## config.mk

```make
export PLATFORM = sky130hd
export DESIGN_NAME = branch_predict_unit_flat
export DESIGN_NICKNAME = d
export VERILOG_FILES = /design/src/rtl/branch_predict_unit_pkg.sv /design/src/rtl/branch_predict_unit_if.sv /design/src/rtl/branch_predict_unit_sat_ctr2.sv /design/src/rtl/branch_predict_unit.sv /design/src/flat_wrapper.sv
export SDC_FILE = /design/constraint.sdc
export NUM_CORES = 2
export LEC_CHECK = 0
export ABC_CLOCK_PERIOD_IN_PS = 9000
export CAP_MARGIN = 20
export CORE_ASPECT_RATIO = 0.6
export CORE_UTILIZATION = 50
export CTS_BUF_LIST = sky130_fd_sc_hd__clkbuf_8
export DETAILED_ROUTE_END_ITERATION = 10
export GPL_TIMING_DRIVEN = 0
export PLACE_DENSITY = 0.69
export SYNTH_ARGS = -nofsm -noshare
export SYNTH_HDL_FRONTEND = slang
export SYNTH_HIERARCHICAL = 1
export SYNTH_SLANG_ARGS = --single-unit
```

## constraint.sdc

```tcl
create_clock -name clk -period 9 [get_ports clk]
set_input_delay 2.7 -clock clk [delete_from_list [all_inputs] [get_ports clk]]
set_output_delay 2.7 -clock clk [all_outputs]
set_load 0.03 [all_outputs]
```

## src/rtl/branch_predict_unit_pkg.sv

```systemverilog
// Shared encodings and defaults for the branch predict unit: 2-bit
// saturating counter states and the saturating step helper.
package branch_predict_unit_pkg;

    localparam int PC_W_DEF  = 32;
    localparam int IDX_W_DEF = 4;
    localparam int CNT_W_DEF = 16;

    typedef enum logic [1:0] {
        SNT = 2'b00,
        WNT = 2'b01,
        WT  = 2'b10,
        ST  = 2'b11
    } ctr_e;

    // One saturating step toward taken (up=1) or not-taken (up=0); never wraps.
    function automatic ctr_e sat_step(input ctr_e c, input logic up);
        if (up)
            return (c == ST) ? ST : ctr_e'(c + 2'b01);
        else
            return (c == SNT) ? SNT : ctr_e'(c - 2'b01);
    endfunction

endpackage

```

## src/rtl/branch_predict_unit_if.sv

```systemverilog
// IF/ID-side signal bundle of the branch predict unit. The pipeline drives
// through master; the predictor sits on slave.
interface branch_predict_unit_if #(
    parameter int PC_W  = 32,
    parameter int CNT_W = 16
);
    logic [PC_W-1:0]  if_pc;
    logic             pred_taken;
    logic [PC_W-1:0]  pred_target;
    logic             ifid_stall;
    logic             id_br_valid;
    logic [PC_W-1:0]  id_pc;
    logic [PC_W-1:0]  id_target;
    logic             id_br_result;
    logic             redirect;
    logic [PC_W-1:0]  redirect_pc;
    logic             flush_ifid;
    logic [CNT_W-1:0] mispred_cnt;

    modport master (
        output if_pc, ifid_stall, id_br_valid, id_pc, id_target, id_br_result,
        input  pred_taken, pred_target, redirect, redirect_pc, flush_ifid, mispred_cnt
    );

    modport slave (
        input  if_pc, ifid_stall, id_br_valid, id_pc, id_target, id_br_result,
        output pred_taken, pred_target, redirect, redirect_pc, flush_ifid, mispred_cnt
    );
endinterface

```

## src/rtl/branch_predict_unit_sat_ctr2.sv

```systemverilog
// Pure next-state logic for a 2-bit saturating branch counter.
module bp_sat_ctr2
    import branch_predict_unit_pkg::*;
(
    input  ctr_e ctr,
    input  logic taken,
    output ctr_e ctr_nxt
);
    assign ctr_nxt = sat_step(ctr, taken);
endmodule

```

## src/rtl/branch_predict_unit.sv

```systemverilog
// Direct-mapped BTB with 2-bit counters. Predicts for the IF PC, carries the
// prediction to ID, and on a misprediction redirects the PC and flushes IF/ID
// in the same cycle the branch resolves.
module branch_predict_unit
    import branch_predict_unit_pkg::*;
#(
    parameter int PC_W  = PC_W_DEF,
    parameter int IDX_W = IDX_W_DEF,
    parameter int CNT_W = CNT_W_DEF
) (
    input  logic clk,
    input  logic rstn,
    branch_predict_unit_if.slave bus
);
    localparam int ENTRIES = 1 << IDX_W;
    localparam int TAG_W   = PC_W - IDX_W - 2;

    typedef struct packed {
        logic            taken;
        logic [PC_W-1:0] target;
    } pred_t;

    // BTB kept in flops so reset clears it and lookup is same-cycle
    logic [ENTRIES-1:0]             vld_q;
    logic [ENTRIES-1:0][TAG_W-1:0]  tag_q;
    logic [ENTRIES-1:0][PC_W-1:0]   tgt_q;
    logic [ENTRIES-1:0][1:0]        ctr_q;

    pred_t            pred_q;
    logic [CNT_W-1:0] cnt_q;

    logic [IDX_W-1:0] if_idx, id_idx;
    logic [TAG_W-1:0] if_tag, id_tag;
    logic             if_hit, id_hit;
    logic             pred_taken;
    logic [PC_W-1:0]  pred_target;
    logic             resolve, mispredict, redirect;
    ctr_e             ctr_upd, ctr_new;

    // IF lookup: reads the pre-update entry even when ID writes the same index
    assign if_idx      = bus.if_pc[IDX_W+1:2];
    assign if_tag      = bus.if_pc[PC_W-1:IDX_W+2];
    assign if_hit      = vld_q[if_idx] && (tag_q[if_idx] == if_tag);
    assign pred_taken  = if_hit && ctr_q[if_idx][1];
    assign pred_target = pred_taken ? tgt_q[if_idx] : '0;

    // A stalled branch stays in ID and resolves once the stall drops
    assign resolve    = bus.id_br_valid && !bus.ifid_stall;
    assign mispredict = resolve &&
                        ((bus.id_br_result != pred_q.taken) ||
                         (bus.id_br_result && (pred_q.target != bus.id_target)));
    // Held low during reset so no stale resolution leaks out
    assign redirect   = mispredict && rstn;

    assign bus.pred_taken  = pred_taken;
    assign bus.pred_target = pred_target;
    assign bus.redirect    = redirect;
    assign bus.flush_ifid  = redirect;
    assign bus.redirect_pc = !rstn ? '0 :
                             bus.id_br_result ? bus.id_target : (bus.id_pc + PC_W'(4));
    assign bus.mispred_cnt = cnt_q;

    // Update path: existing entry trains its counter, a miss allocates fresh
    assign id_idx  = bus.id_pc[IDX_W+1:2];
    assign id_tag  = bus.id_pc[PC_W-1:IDX_W+2];
    assign id_hit  = vld_q[id_idx] && (tag_q[id_idx] == id_tag);
    assign ctr_new = id_hit ? ctr_upd : (bus.id_br_result ? WT : WNT);

    bp_sat_ctr2 u_sat_ctr (
        .ctr     (ctr_e'(ctr_q[id_idx])),
        .taken   (bus.id_br_result),
        .ctr_nxt (ctr_upd)
    );

    // BTB write on each resolved branch
    always_ff @(posedge clk or negedge rstn) begin
        if (!rstn) begin
            vld_q <= '0;
            tag_q <= '0;
            tgt_q <= '0;
            for (int i = 0; i < ENTRIES; i++) ctr_q[i] <= WNT;
        end else if (resolve) begin
            vld_q[id_idx] <= 1'b1;
            tag_q[id_idx] <= id_tag;
            tgt_q[id_idx] <= bus.id_target;
            ctr_q[id_idx] <= ctr_new;
        end
    end

    // IF->ID prediction register: hold on stall, bubble on flush
    always_ff @(posedge clk or negedge rstn) begin
        if (!rstn)
            pred_q <= '0;
        else if (!bus.ifid_stall)
            pred_q <= redirect ? pred_t'('0) : pred_t'{pred_taken, pred_target};
    end

    // Saturating mispredict counter
    always_ff @(posedge clk or negedge rstn) begin
        if (!rstn)
            cnt_q <= '0;
        else if (redirect && (cnt_q != '1))
            cnt_q <= cnt_q + CNT_W'(1);
    end

endmodule

```

## src/flat_wrapper.sv

```systemverilog
// flat-port wrapper written by rule: the top's interface ports become plain ports
module branch_predict_unit_flat import branch_predict_unit_pkg::*;
#(
    parameter int PC_W  = PC_W_DEF,
    parameter int IDX_W = IDX_W_DEF,
    parameter int CNT_W = CNT_W_DEF
)
  (clk, rstn, bus_if_pc, bus_ifid_stall, bus_id_br_valid, bus_id_pc, bus_id_target, bus_id_br_result, bus_pred_taken, bus_pred_target, bus_redirect, bus_redirect_pc, bus_flush_ifid, bus_mispred_cnt);
  branch_predict_unit_if #(.PC_W(PC_W), .CNT_W(CNT_W)) bus_i ();
  input  logic clk;
  input  logic rstn;
  input wire logic [$bits(bus_i.if_pc)-1:0] bus_if_pc;
  input wire logic [$bits(bus_i.ifid_stall)-1:0] bus_ifid_stall;
  input wire logic [$bits(bus_i.id_br_valid)-1:0] bus_id_br_valid;
  input wire logic [$bits(bus_i.id_pc)-1:0] bus_id_pc;
  input wire logic [$bits(bus_i.id_target)-1:0] bus_id_target;
  input wire logic [$bits(bus_i.id_br_result)-1:0] bus_id_br_result;
  output wire logic [$bits(bus_i.pred_taken)-1:0] bus_pred_taken;
  output wire logic [$bits(bus_i.pred_target)-1:0] bus_pred_target;
  output wire logic [$bits(bus_i.redirect)-1:0] bus_redirect;
  output wire logic [$bits(bus_i.redirect_pc)-1:0] bus_redirect_pc;
  output wire logic [$bits(bus_i.flush_ifid)-1:0] bus_flush_ifid;
  output wire logic [$bits(bus_i.mispred_cnt)-1:0] bus_mispred_cnt;
  assign bus_i.if_pc = bus_if_pc;
  assign bus_i.ifid_stall = bus_ifid_stall;
  assign bus_i.id_br_valid = bus_id_br_valid;
  assign bus_i.id_pc = bus_id_pc;
  assign bus_i.id_target = bus_id_target;
  assign bus_i.id_br_result = bus_id_br_result;
  assign bus_pred_taken = bus_i.pred_taken;
  assign bus_pred_target = bus_i.pred_target;
  assign bus_redirect = bus_i.redirect;
  assign bus_redirect_pc = bus_i.redirect_pc;
  assign bus_flush_ifid = bus_i.flush_ifid;
  assign bus_mispred_cnt = bus_i.mispred_cnt;
  branch_predict_unit #(.PC_W(PC_W), .IDX_W(IDX_W), .CNT_W(CNT_W)) u_core (.clk(clk), .rstn(rstn), .bus(bus_i));
endmodule
```

==> flow_summary.yaml <==
outcome:
  status: "finished, violations left"
  violations: "setup timing"
cells_and_area:
  final_common_cell: "dfrtp_1"
  n_fill_cell: 8104
  synthToLayoutAreaGrowth_pct: 14.0
  mostFrequentLayoutCells: "dfrtp_1 (1009), mux2_2 (938), mux4_2 (377), clkbuf_8 (198), clkbuf_1 (175)"
  stdcell_count: 5265
  nets: 3923
  drive_gt1_share_pct: 45.4
  seq_area_um2: 25700
  multiInputGateArea_um2: 24500
  design_area_um2: 58800
sta:
  period_share_pct: 100
  setup_viol: 1
  period_needed_ns: 9.01
  finalHoldViolCount: 0
  worst_pin_slew_ns: 1.35
  setup_slack_ns: -0.0131
  finClkSkew_ns: 0.0420
  rsz0062_at_grt: "no"
  slew-limit-headroom_pct: 10.1
  fmax_mhz: 111
  slew_violations: 0
worst_setup_path:
  endpoint_kind: "output pin"
  startpoint: "bus_id_pc[3]"
  critPathMaxFanout: 19
  crit_type: "in -> out"
  crit_chain: "dlygate4sd2_1 > buf_4 > buf_6 > buf_2 > inv_1 > ha_1 > mux2i_1 > nor2b_1 > clkdlybuf4s50_1"
  crit_arrival_ns: 6.31
  cp-start-kind: "input port"
  crit_slowest_cell: "clkdlybuf4s50_1"
  critical-path-max-stage-delay_ns: 0.77
  reg2reg_from: "u_core/tag_q[290]"
  worstPathRequired_ns: 6.30
synthesis:
  ys_seq_area_share_pct: 49.7
  netlist_area_um2: 51600
  ys_async_sr_fraction_pct: 100
  synth_nets: 3577
  synthCells: 3471
  synth_edf_count: 0
  syn_avg_cell_area_um2: 14.9
  synth_top_area_share_pct: 48.9
  synthTopCellsByArea: "dfrtp_1 (49%), mux2_2 (20%), mux4_2 (16%)"
  ys_types: 63
  yosys_most_used_dff: "dfrtp_1"
  ys_ff_latch: 1025
  yosys.area.top_type: "dfrtp_1"
  yosysWarnings: 6
clocking:
  root_buffer: "clkbuf_8"
  cts_tree: "built"
  cts_buffers: 158
  path_clk_slew_ns: 0.06
  worstSkewPairLatency_ns: 0.87
  max-clock-path-buffers: 3
  h-tree-depth: 4
  cts_sinks: 1025
  holdBufCountCts: 0
route:
  first_pass_iters: 5
  wl_per_cell_um: 34.1
  wirelength_met1_um: 79800
  wirelength_um: 180000
  via_per_inst: 6.61
  drc: 0
  wl_met3_um: 23300
  route.vias.total: 34826
  ant_nets: 0
  drt_iter0_markers: 4615
  highest_layer: "met4"
  wl_met2_um: 69700
die:
  die_w_um: 417
  ios: 184
  core.rowCount: 90
  start_util_pct: 50.9
  die_area_um2: 105000
  core_area_um2: 101000
  die_h_um: 251
global_routing:
  grt_max_degree: 146
  grt_pass1_wl_um: 257000
  grt.overflow.total: 0
  track_usage_pct: 34.9
  grt_pass1_vias: 34228
  antenna_found_initial: 12
min_path:
  hold_path.class: "reg -> reg"
  hp-start: "u_core/vld_q[4]"
power:
  ir_drop_mv: 0.137
  power.density_nw_per_um2: 216
  leakage_nw: 25.7
placement:
  place_hpwl_um: 129000
  portBuffers: 137
  dp.cells: 4975
  finalWeightedCongestion: 1.03
  place_area_um2: 55200
  dp_slack_ns: -1.86
job:
  drv_cap: 0
==> kinds of logic (layout without fill, tap and decap cells) <==
kind of cell	Yosys count	after routing	share of synthesized area (%)
multiplexers	1409	1409	38.7
flip-flops	1025	1025	49.7
buffers and inverters	384	836	3.12
AND/OR/NAND/NOR	329	329	3.37
AO/OA/AOI/OAI	193	193	2.75
XOR/XNOR	124	124	2.10
adder cells (fa/ha/maj)	7	7	0.165
other	0	8	0
==> power breakdown <==
part | leakage, nW | switching (mW) | internal, mW
sequential | 13.1 | 0.563 | 5.50
clock | 1.74 | 1.90 | 1.96
combinational | 10.9 | 1.24 | 1.53
==> Yosys cell counts (15+ instances only) <==
| library cell | n |
|---|---|
| dfrtp_1 | 1009 |
| mux2_2 | 938 |
| mux4_2 | 377 |
| clkbuf_1 | 199 |
| mux2i_1 | 94 |
| buf_1 | 87 |
| xnor2_1 | 72 |
| nor2_1 | 64 |
| buf_2 | 61 |
| nand2_1 | 58 |
| and2_1 | 52 |
| xor2_1 | 52 |
| a22o_1 | 48 |
| o21ai_0 | 35 |
| a31oi_1 | 34 |
| nand3_1 | 32 |
| nand4_1 | 22 |
| and3_1 | 20 |
| nor3_1 | 18 |
| or2_2 | 17 |
| dfstp_2 | 16 |
| inv_1 | 15 |
==> registers in the layout, summed over array words and instances, names as in the netlist <==
register	flops
u_core/pred_q	33
u_core/ctr_q	32
u_core/tag_q	416
u_core/vld_q	16
u_core/bus.mispred_cnt	16
u_core/tgt_q	512
==> metal layers <==
layer	track usage (%)	vias to the layer above
met5	0	-
met4	13.4	0
met3	13.1	356
met2	43.6	2100
met1	54.0	18621
li1	-	13749
==> through the flow <==
stage / hold WS, ns / total power [mW] / TNS [ns] / util, %
after global routing: 0.515 / 13.2 / 0 / 58.0
after CTS: 0.495 / 12.7 / 0 / 58.0
final: 0.498 / 12.7 / -0.0131 / 58.0
after global placement: 0.475 / 8.73 / - / 53.9
after floorplan: 0.457 / 7.80 / 0 / -
after detailed placement: 0.480 / 8.78 / -80.96 / 54.5
==> final cells by class <==
cell class / count / share of cell area, %
Sequential cell: 1025 / 43.6
Multi-Input combinational cell: 2062 / 41.6
Clock buffer: 196 / 4.59
Timing Repair Buffer: 188 / 3.46
Buffer: 365 / 3.18
Tap cell: 1334 / 2.84
Clock inverter: 70 / 0.572
Inverter: 17 / 0.108
Antenna cell: 8 / 0.0340
==> final timing paths <==
| check | to | slack [ns] | depth (start not counted) |
|---|---|---|---|
| max | bus_redirect_pc[3] | -0.01 | 9 |
| min | u_core/vld_q[4] | 0.50 | 1 |
| max reg2reg | u_core/ctr_q[29] | 4.66 | 8 |
| min reg2reg | u_core/vld_q[4] | 0.50 | 1 |
| max in group asynchronous | u_core/tgt_q[364] | 5.09 | 5 |
| min in group asynchronous | u_core/tag_q[110] | 1.76 | 1 |
==> critical path: cells and delay by family <==
family	cells	cell delay, ns
adder cells (fa/ha/maj)	1	0.30
AND/OR/NAND/NOR	1	0.42
buffers and inverters	6	2.77
multiplexers	1	0.06
==> what timing repair did <==
action	in CTS	in global routing
gates cloned	2	1
endpoints found under the hold margin	0	0
resized for setup	229	80
endpoints found under the setup margin	64	45
pin swaps	7	2
setup buffers	6	1
Note: power is estimated with default switching activity, not from simulation.
